==> src/rtl/wb_port_arbiter_pkg.sv <==
// wb_port_arbiter_pkg: shared constants, FSM encoding and helpers for the write-back port arbiter
package wb_port_arbiter_pkg;

    localparam int NUM_REQ = 4;

    localparam logic [1:0] SRC_ALU = 2'd0;
    localparam logic [1:0] SRC_FPU = 2'd1;
    localparam logic [1:0] SRC_LSU = 2'd2;
    localparam logic [1:0] SRC_MDU = 2'd3;

    typedef enum logic {
        EMPTY = 1'b0,
        FULL  = 1'b1
    } state_t;

    // Requester index reached by stepping off positions past base, wrapping mod 4.
    function automatic logic [1:0] rr_idx(input logic [1:0] base, input int unsigned off);
        logic [1:0] o;
        o = off[1:0];
        return base + o;
    endfunction

endpackage

==> src/rtl/wb_port_arbiter_if.sv <==
// wb_port_arbiter_if: requester-side and write-back-side handshake bundle of the arbiter
interface wb_port_arbiter_if
    import wb_port_arbiter_pkg::*;
#(
    parameter int Size = 64
);
    logic [NUM_REQ-1:0]      req_valid;
    logic [NUM_REQ*Size-1:0] req_data;
    logic [NUM_REQ-1:0]      req_ready;
    logic                    wb_valid;
    logic                    wb_ready;
    logic [Size-1:0]         wb_data;
    logic [1:0]              wb_src;

    modport master (
        input  req_valid, req_data, wb_ready,
        output req_ready, wb_valid, wb_data, wb_src
    );

    modport slave (
        output req_valid, req_data, wb_ready,
        input  req_ready, wb_valid, wb_data, wb_src
    );
endinterface

==> src/rtl/wb_port_arbiter_mux_4to1.sv <==
// mux_4to1: four-way payload selector used on the write-back data path
module mux_4to1 #(
    parameter int Size = 64
) (
    input  logic [Size-1:0] d0,
    input  logic [Size-1:0] d1,
    input  logic [Size-1:0] d2,
    input  logic [Size-1:0] d3,
    input  logic [1:0]      sel,
    output logic [Size-1:0] y
);
    assign y = sel[1] ? (sel[0] ? d3 : d2) : (sel[0] ? d1 : d0);
endmodule

==> src/rtl/wb_port_arbiter.sv <==
// wb_port_arbiter: round-robin sharing of the register-file write-back port among ALU/FPU/LSU/MDU
// Optional performance counters are built when WB_ARB_PERF_EN is defined.
module wb_port_arbiter
    import wb_port_arbiter_pkg::*;
#(
    parameter int Size     = 64,
    parameter int CntWidth = 32
) (
    input  logic clk,
    input  logic rst_n,
    wb_port_arbiter_if.master bus
`ifdef WB_ARB_PERF_EN
    ,
    output logic [NUM_REQ*CntWidth-1:0] grant_cnt,
    output logic [CntWidth-1:0]         stall_cnt
`endif
);
    state_t          state;
    state_t          state_nxt;
    logic [1:0]      ptr;
    logic [1:0]      g;
    logic            found;
    logic            can_load;
    logic            xfer;
    logic [Size-1:0] mux_out;

    assign bus.wb_valid = (state == FULL);
    assign can_load     = ~bus.wb_valid | bus.wb_ready;
    assign xfer         = found & can_load;
    assign bus.req_ready = (xfer & rst_n) ? (4'b0001 << g) : 4'b0000;

    // Pick the first valid requester starting at ptr; walking downward lets the nearest one win.
    always_comb begin
        found = 1'b0;
        g     = ptr;
        for (int k = NUM_REQ - 1; k >= 0; k--) begin
            if (bus.req_valid[rr_idx(ptr, k)]) begin
                found = 1'b1;
                g     = rr_idx(ptr, k);
            end
        end
    end

    mux_4to1 #(.Size(Size)) u_mux (
        .d0  (bus.req_data[0*Size +: Size]),
        .d1  (bus.req_data[1*Size +: Size]),
        .d2  (bus.req_data[2*Size +: Size]),
        .d3  (bus.req_data[3*Size +: Size]),
        .sel (g),
        .y   (mux_out)
    );

    // Output register occupancy: a transfer always fills it, a drain without refill empties it.
    always_comb begin
        state_nxt = state;
        state_nxt = xfer ? FULL : (bus.wb_ready ? EMPTY : state);
    end

    // Occupancy state register.
    always_ff @(posedge clk or negedge rst_n) begin
        if (!rst_n) state <= EMPTY;
        else        state <= state_nxt;
    end

    // Capture the winning payload and advance the round-robin pointer past the winner.
    always_ff @(posedge clk or negedge rst_n) begin
        if (!rst_n) begin
            bus.wb_data <= '0;
            bus.wb_src  <= 2'd0;
            ptr         <= 2'd0;
        end else if (xfer) begin
            bus.wb_data <= mux_out;
            bus.wb_src  <= g;
            ptr         <= g + 2'd1;
        end
    end

`ifdef WB_ARB_PERF_EN
    // Saturating per-requester grant counters.
    always_ff @(posedge clk or negedge rst_n) begin
        if (!rst_n) begin
            grant_cnt <= '0;
        end else begin
            for (int i = 0; i < NUM_REQ; i++) begin
                if (xfer && g == 2'(i) && grant_cnt[i*CntWidth +: CntWidth] != '1)
                    grant_cnt[i*CntWidth +: CntWidth] <= grant_cnt[i*CntWidth +: CntWidth] + 1'b1;
            end
        end
    end

    // Saturating count of cycles the register file holds off a pending payload.
    always_ff @(posedge clk or negedge rst_n) begin
        if (!rst_n)
            stall_cnt <= '0;
        else if (bus.wb_valid && !bus.wb_ready && stall_cnt != '1)
            stall_cnt <= stall_cnt + 1'b1;
    end
`endif

endmodule

==> src/flat_wrapper.sv <==
// flat-port wrapper written by rule: the top's interface ports become plain ports
module wb_port_arbiter_flat import wb_port_arbiter_pkg::*;
#(
    parameter int Size     = 64,
    parameter int CntWidth = 32
)
  (clk, rst_n, bus_req_valid, bus_req_data, bus_wb_ready, bus_req_ready, bus_wb_valid, bus_wb_data, bus_wb_src);
  wb_port_arbiter_if #(.Size(Size)) bus_i ();
  input  logic clk;
  input  logic rst_n;
  input wire logic [$bits(bus_i.req_valid)-1:0] bus_req_valid;
  input wire logic [$bits(bus_i.req_data)-1:0] bus_req_data;
  input wire logic [$bits(bus_i.wb_ready)-1:0] bus_wb_ready;
  output wire logic [$bits(bus_i.req_ready)-1:0] bus_req_ready;
  output wire logic [$bits(bus_i.wb_valid)-1:0] bus_wb_valid;
  output wire logic [$bits(bus_i.wb_data)-1:0] bus_wb_data;
  output wire logic [$bits(bus_i.wb_src)-1:0] bus_wb_src;
  assign bus_i.req_valid = bus_req_valid;
  assign bus_i.req_data = bus_req_data;
  assign bus_i.wb_ready = bus_wb_ready;
  assign bus_req_ready = bus_i.req_ready;
  assign bus_wb_valid = bus_i.wb_valid;
  assign bus_wb_data = bus_i.wb_data;
  assign bus_wb_src = bus_i.wb_src;
  wb_port_arbiter #(.Size(Size), .CntWidth(CntWidth)) u_core (.clk(clk), .rst_n(rst_n), .bus(bus_i));
endmodule
==> config.mk <==
export PLATFORM = sky130hd
export DESIGN_NAME = wb_port_arbiter_flat
export DESIGN_NICKNAME = d
export VERILOG_FILES = /design/src/rtl/wb_port_arbiter_pkg.sv /design/src/rtl/wb_port_arbiter_if.sv /design/src/rtl/wb_port_arbiter_mux_4to1.sv /design/src/rtl/wb_port_arbiter.sv /design/src/flat_wrapper.sv
export SDC_FILE = /design/constraint.sdc
export NUM_CORES = 1
export LEC_CHECK = 0
export CAP_MARGIN = 20
export CELL_PAD_IN_SITES_DETAIL_PLACEMENT = 1
export CELL_PAD_IN_SITES_GLOBAL_PLACEMENT = 2
export CORE_ASPECT_RATIO = 1.4
export CORE_UTILIZATION = 18
export CTS_CLUSTER_SIZE = 12
export DETAILED_ROUTE_END_ITERATION = 8
export GPL_TIMING_DRIVEN = 0
export PLACE_DENSITY_LB_ADDON = 0.1
export SETUP_SLACK_MARGIN = 0.02
export SLEW_MARGIN = 30
export SYNTH_ARGS = -nofsm -noshare
export SYNTH_HDL_FRONTEND = slang
export SYNTH_SLANG_ARGS = --single-unit
==> constraint.sdc <==
create_clock -name clk -period 2.1 [get_ports clk]
set_clock_uncertainty 0.05 [all_clocks]
set_input_delay 0.21 -clock clk [delete_from_list [all_inputs] [get_ports clk]]
set_output_delay 0.21 -clock clk [all_outputs]
set_load 0.02 [all_outputs]
==> summary.txt, run 1 <==
Critical path
  – Critical Path Source: u_core.ptr[1]$_DFFE_PN0P_
  – Critical path class: reg -> out
  – CP endpoint kind: output pin
  – CP arrival: 1.80 ns
  – Worst R2R Start: u_core.ptr[1]$_DFFE_PN0P_
  – Startpoint Class: flop
  – Crit path required time: between 1.5 and 2 ns
  – Critical path peak fanout: 5

Synthesis
  – Synthesized cell area: roughly 0.0043 mm2
  – Top cells by area, synth: dfrtp_1 (40%), mux2i_1 (30%), o221ai_1 (13%)
  – Dominant cell by count in the synthesized netlist: mux2i_1
  – Synth Net Count: around 660
  – Most frequent cells after synthesis: mux2i_1 (127), dfrtp_1 (69), nand2_1 (69)
  – Syn_area_per_cell: around 11 um2
  – Predominant post-synthesis flop cell: dfrtp_1
  – Most area-hungry cell type in the Yosys netlist: dfrtp_1
  – Seq/Total Area, Yosys: roughly two fifths
  – Yosys cell types: 33
  – Synth top area share: around two fifths
  – Number of synthesis warnings: 0
  – Gate Count Post-Synth: 400
  – FFs w/ async S/R, synth: 100%
  – Number of enable flip-flop cells after synthesis: 0
  – Yosys reg bits: 69

Global routing
  – Grt ovf: 0
  – Largest net degree at the start of global routing: 58
  – Antenna violations before repair: 1
  – GRT Overall Usage: 16.9%
  – Vias in the first global route: 5244
  – First-pass GRT wire length: a little over 30 mm

Clock tree
  – Clk slew on worst S/H paths: 0.06 ns
  – H-tree depth: 3
  – Inserted Clock Buffers: 9
  – Root Driver: clkbuf_16
  – TritonCTS clock tree: done
  – Clk buf depth: 2
  – Sink Count: roughly 70
  – Worst-skew pair later-pin latency: ~0.33 ns

Finish
  – Final instance area: about 0.0085 mm2
  – Storage element area: between 0.0015 and 0.002 mm2
  – Ratio of cells with drive above 1 in the final layout: between 9 and 10%
  – Layout area overhead: 96.8%
  – Layout net count: around 1000
  – Area of the multi-input gates: ~0.0024 mm2
  – Layout fillers: between 2000 and 3000

Route
  – First drt pass iteration count: 4
  – Top sig layer: met4
  – Metal2 WL: 11.9 mm
  – Wire length on met1: approximately 7.5 mm
  – Via/cell ratio: 4.42
  – DR DRC count: 0
  – Vias: between 4000 and 5000
  – Drt wl/cell: approximately 20 um
  – Detail Route met3 WL: approximately 1.4 mm
  – Routed Antenna Nets: 0
  – Initial drt markers: 97
  – Final wirelength: around 21 mm

STA
  – Final Hold Vio Count: slightly below 70
  – Slew Viols, Final: 0
  – Setup ws final: roughly 0.041 ns
  – Max_slew headroom: 66.1%
  – Fmax: roughly 490 MHz
  – Worst hold slack: -0.360 ns
  – Final Cycle Share: slightly below 100%
  – Final setup fails: 0
  – Sum of negative setup slack: 0 ns
  – Worst-Margin Slew: just over 0.5 ns
  – Crit path time final: approximately 2.1 ns
  – RSZ-0062 raised after global routing: true

Place
  – Pre-CTS setup slack: -0.821 ns
  – Dpl hpwl: 16.8 mm
  – PortBufs: between 300 and 400
  – Dpl cell area: slightly above 0.008 mm2
  – GP Congestion: around 0.77

Flow run
  – Max_cap viols: 0

Floorplan
  – FP Rows: 66
  – Starting Density: 18.4%
  – Die height: roughly 180 um
  – Die width: between 100 and 150 um
  – Die area: approximately 0.025 mm2
  – CORE AREA: ~0.023 mm2
  – IO Pins: around 330

Status
  – Status: complete, but fails checks
  – Violated checks: negative hold slack

Worst hold path
  – Hold Path Class: in -> async

Power and ir drop
  – Max VDD drop: approximately 0.00036 V
  – Leakage: about 3.6 nW
  – PD cells: around 1000 mW/mm2
## per-layer routing
layer	vias to the layer above	GRT usage, %
li1	2228	-
met1	2259	17.1
met4	0	5.38
met2	193	33.5
met5	-	0
met3	14	3.97
## sequential cells by signal (all words and copies together) (netlist names)
name,count
u_core.bus.wb_data,64
u_core.bus.wb_src,2
u_core.bus.wb_valid,1
u_core.ptr,2
## logic make-up (layout without fill, tap and decap cells)
family / count (synthesis) / count (layout) / synth area share, %
buffers and inverters: 37 / 393 / 5.96
multiplexers: 127 / 127 / 29.6
XOR/XNOR: 1 / 1 / 0.204
AND/OR/NAND/NOR: 89 / 89 / 8.99
other: 0 / 1 / 0
flip-flops: 69 / 69 / 40.2
AO/OA/AOI/OAI: 77 / 77 / 15.1
## final timing paths
path / cells after the start / endpoint / slack [ns]
max: 5 / bus_req_ready[2] / 0.04
min: 1 / u_core.bus.wb_data[30]$_DFFE_PN0P_ / -0.36
min in group clk: 3 / u_core.bus.wb_valid$_DFFE_PN0P_ / 0.29
max in group asynchronous: 2 / u_core.ptr[1]$_DFFE_PN0P_ / 1.80
min reg2reg: 2 / u_core.bus.wb_data[33]$_DFFE_PN0P_ / 0.44
max reg2reg: 8 / u_core.bus.wb_data[23]$_DFFE_PN0P_ / 0.11
## metrics by stage
| stage | util, % | std cells | total power (W) |
|---|---|---|---|
| after floorplan | - | 400 | 0.00481 |
| after CTS | 35.9 | 1060 | 0.00884 |
| after global routing | 36.2 | 1063 | 0.00927 |
| final | 36.2 | 1063 | 0.00876 |
| after global placement | 34.3 | 1039 | 0.00716 |
| after detailed placement | 34.4 | 1040 | 0.00725 |
## power by group
part / switching [W] / total, W / internal, W / leakage (nW)
registers: 0.000317 / 0.00221 / 0.00189 / 0.840
logic: 0.00254 / 0.00511 / 0.00257 / 2.66
clock network: 0.000593 / 0.00144 / 0.000848 / 0.134
total: 0.00345 / 0.00876 / 0.00531 / 3.64
## layout by cell type, fill, tap and decap left out, drive strengths merged, types with 3 or more instances in the layout
master and count:
nand2 71, clkbuf 24, dlygate4sd2 4, nor3 3, clkdlybuf4s50 324, mux2i 127
dfrtp 69, o221ai 63, o21ai 4, nor2b 3, nor2 4, buf 37
## critical path: stages (launching register included)
cell,delay (ns)
dfrtp_2,0.44
and3b_1,0.18
a2111o_1,0.32
and2_4,0.18
nor3b_2,0.18
buf_4,0.16
## area by class of cell
cell class	instances	share of cell area (%)
Timing Repair Buffer	343	40.4
Multi-Input combinational cell	294	27.9
Sequential cell	69	20.4
Tap cell	306	4.52
Buffer	34	3.50
Clock buffer	12	3.03
Clock inverter	2	0.118
Inverter	2	0.0887
Antenna cell	1	0.0296
## timing repair
item / CTS / global route
buffers inserted: 6 / 3
pin swaps: 5 / 1
hold endpoints to repair: 69 / 69
setup endpoints to repair: 70 / 36
resized for setup: 47 / 15
Power figures use the tool's default switching activity.
==> run 2: changes to the inputs <==
- ABC_CLOCK_PERIOD_IN_PS: unset -> 2100
==> results of run 2 <==
The final DEF is identical to that of run 1; final timing and power are the same.
==> run 3: changes to the inputs <==
- CORE_UTILIZATION: 18 -> 19
- CTS_BUF_LIST: unset -> sky130_fd_sc_hd__clkbuf_8
- PLACE_DENSITY: unset -> 0.9
- PLACE_DENSITY_LB_ADDON: 0.1 -> unset
- SLEW_MARGIN: 30 -> unset
==> run 3 against run 2 <==
The run now ends clean. Flip-flop and latch count unchanged. Combinational power increased by 1%. Register-to-register slack improved by 0.02 ns. Critical path depth unchanged. First-iteration DRC count increased by 2.1%. Largest power group unchanged.
==> summary.txt, run 3 (synthesis results as in run 1) <==
Status
  – Status: finished clean

Finish
  – Largest Register: u_core.bus.wb_data
  – Layout area overhead: 97.4%
  – Layout net count: 1017 (+0.098%)
  – Ratio of cells with drive above 1 in the final layout: 10.7% (+0.88 points)
  – Top flop regs: u_core.bus.wb_data: 64 flops, u_core.bus.wb_src: 2 flops, u_core.ptr: 2 flops
  – Max reg flops: 64 (unchanged)
  – Layout fillers: 2491 (-3.9%)
  – Commonest non-fill, non-tap cell in the layout: clkdlybuf4s50_1
  – Final instance area: 0.00849 mm2 (+0.28%)
  – Post-Route Utilization: 38.5% (+2.3 points)
  – Storage element area: 0.00173 mm2 (unchanged)
  – Area of the multi-input gates: 0.00242 mm2 (+2.3%)
  – Ant diodes: 0 (-1)
  – Most frequent cells in the layout: clkdlybuf4s50_1 (325), mux2i_1 (123), nand2_1 (68), dfrtp_1 (68), o221ai_1 (63)

Clock tree
  – Clk buf depth: 2 (unchanged)
  – H-tree depth: 3 (unchanged)
  – TritonCTS clock tree: done
  – Inserted Clock Buffers: 9 (unchanged)
  – Worst-skew pair later-pin latency: 0.35 ns (+0.02 ns)
  – Clk slew on worst S/H paths: 0.08 ns (+0.02 ns)
  – Sink Count: 69 (unchanged)
  – Root Driver: clkbuf_8

Route
  – Drt wl/cell: 19.6 um (-1.4%)
  – Via/cell ratio: 4.54 (+2.7%)
  – DR DRC count: 0 (unchanged)
  – Initial drt markers: 99 (+2.1%)
  – Vias: 4791 (+2.1%)
  – Final wirelength: 20.7 mm (-2.1%)
  – First drt pass iteration count: 4 (unchanged)
  – Routed Antenna Nets: 0 (unchanged)

STA
  – Slew Viols, Final: 0 (unchanged)
  – Crit path time final: 2.09 ns (+0.0338 ns)
  – Max_slew headroom: 65.7% (-0.44 points)
  – Final Cycle Share: 99.6% (+1.6 points)
  – Fmax: 478 MHz (-1.6%)
  – Final Hold Vio Count: 0 (-100%)
  – RSZ-0062 raised after global routing: true
  – Final setup fails: 0 (unchanged)
  – Worst-Margin Slew: 0.514 ns (+0.00654 ns)

Global routing
  – Grt ovf: 0 (unchanged)
  – Antenna violations before repair: 0 (-1)
  – Largest net degree at the start of global routing: 38 (-34%)
  – GRT Overall Usage: 17.9% (+1.1 points)
  – First-pass GRT wire length: 31.3 mm (+1.3%)
  – Vias in the first global route: 5414 (+3.2%)

Floorplan
  – FP Rows: 64 (-3.0%)
  – Die area: 0.0232 mm2 (-5.2%)
  – CORE AREA: 0.0220 mm2 (-5.8%)
  – Die height: 180 um (-2.6%)
  – IO Pins: 334 (unchanged)
  – Die width: 129 um (-2.6%)
  – Starting Density: 19.5% (+1.1 points)

Power and ir drop
  – PD cells: 1020 mW/mm2 (-1.5%)
  – Internal: 0.00522 W (-1.7%)
  – Sw frac: 39.7% (+0.27 points)
  – Leakage: 3.64 nW (about the same)
  – Clk network pwr share: 14.9% (-1.6 points)
  – Combinational power share: 59.8% (+1.4 points)
  – NetSw: 0.00343 W (-0.59%)
  – Max VDD drop: 0.000331 V (-6.8%)
  – Seq pwr share: 25.3% (about the same)

Critical path
  – Cell at the slowest stage of the critical path: dfrtp_2
  – Critical path class: reg -> out
  – Worst path cell trace: and3b_1 > a2111o_1 > and2_4 > nor3b_2 > buf_4
  – CP arrival: 1.83 ns (+0.03 ns)
  – Crit path required time: 1.84 ns (about the same)
  – Startpoint Class: flop
  – CP max stage delay: 0.44 ns (about the same)
  – Critical path peak fanout: 5 (unchanged)
  – CP endpoint kind: output pin

Flow run
  – Max_cap viols: 0 (unchanged)

Place
  – Dpl cell area: 0.00802 mm2 (-0.28%)
  – GP Congestion: 0.832 (+8.2%)
  – PortBufs: 333 (unchanged)
  – Dpl hpwl: 16.5 mm (-1.9%)

Worst hold path
  – Hold Path Class: in -> reg
run 3: cell types whose count changed in the layout (fill, tap and decap cells not counted), moves of 2 or more:
cell       change
clkbuf_4       +2
mux2i_4        +2
mux2i_1        -3
bufinv_16      +2
buf_12         +2
buf_2          -2
buf_4          -2
clkbuf_16      -9
clkbuf_8       +9
run 3: area by class of cell:
type / count / share of cell area [%]
clock buffer: 11 / 1.78
buffer: 35 / 3.61
sequential: 69 / 20.4
multi-input combinational: 294 / 28.5
clock inverter: 5 / 0.870
timing repair buffer: 343 / 40.4
inverter: 2 / 0.0885
tap: 297 / 4.38
run 3: through the flow:
step	total power (W)	TNS (ns)	setup slack, ns	hold WS (ns)	std cells
global route	0.00919	-0.114	-0.0540	0.285	1056
floorplan	0.00481	0	0.124	-0.136	400
detailed placement	0.00722	-35.51	-0.827	0.152	1031
finish	0.00865	0	0.00770	0.279	1056
global placement	0.00712	-176.86	-2.83	0.408	1030
CTS	0.00869	0	0.0160	0.243	1055
run 3: power groups by stage:
stage               Clock [W]  Sequential (W)  Combinational, W
finish                0.00129         0.00219           0.00517
global placement            0         0.00219           0.00493
floorplan                   0         0.00287           0.00195
global route          0.00141         0.00228           0.00551
detailed placement          0         0.00222           0.00499
CTS                   0.00135         0.00220           0.00514
run 3: worst max-delay path, delay by kind of cell (launching register included):
family          cells  cell delay [ns]
compound gates      1             0.31
buf+inv             1             0.17
flops               1             0.44
simple gates        3             0.55
run 3: path summary, 6_finish.rpt:
kind                                                   from                                 end  slack [ns]  depth (start not counted)
max                               u_core.ptr[1]$_DFFE_PN0P_                    bus_req_ready[2]       0.008                          5
min                                        bus_req_valid[2]     u_core.bus.wb_valid$_DFFE_PN0P_        0.28                          3
max reg2reg                       u_core.ptr[1]$_DFFE_PN0P_  u_core.bus.wb_data[11]$_DFFE_PN0P_        0.13                          6
min reg2reg                u_core.bus.wb_src[1]$_DFFE_PN0P_    u_core.bus.wb_src[1]$_DFFE_PN0P_        0.44                          2
max in group asynchronous                             rst_n  u_core.bus.wb_data[45]$_DFFE_PN0P_        1.43                          3
min in group asynchronous                             rst_n  u_core.bus.wb_data[15]$_DFFE_PN0P_        0.33                          3
run 3: layer usage:
metal	vias to the layer above	wire, um	GRT usage (%)
li1	2235	-	-
met1	2339	7510	18.7
met2	200	11400	34.8
met3	17	1350	4.05
met4	0	362	5.13
met5	-	0	0
run 3: what timing repair did:
action	in CTS	in global routing
endpoints found under the hold margin	32	0
gates cloned	0	0
buffers inserted	6	1
resized for setup	48	28
hold buffers	2	0
pin swaps	4	4
setup endpoints to repair	67	43
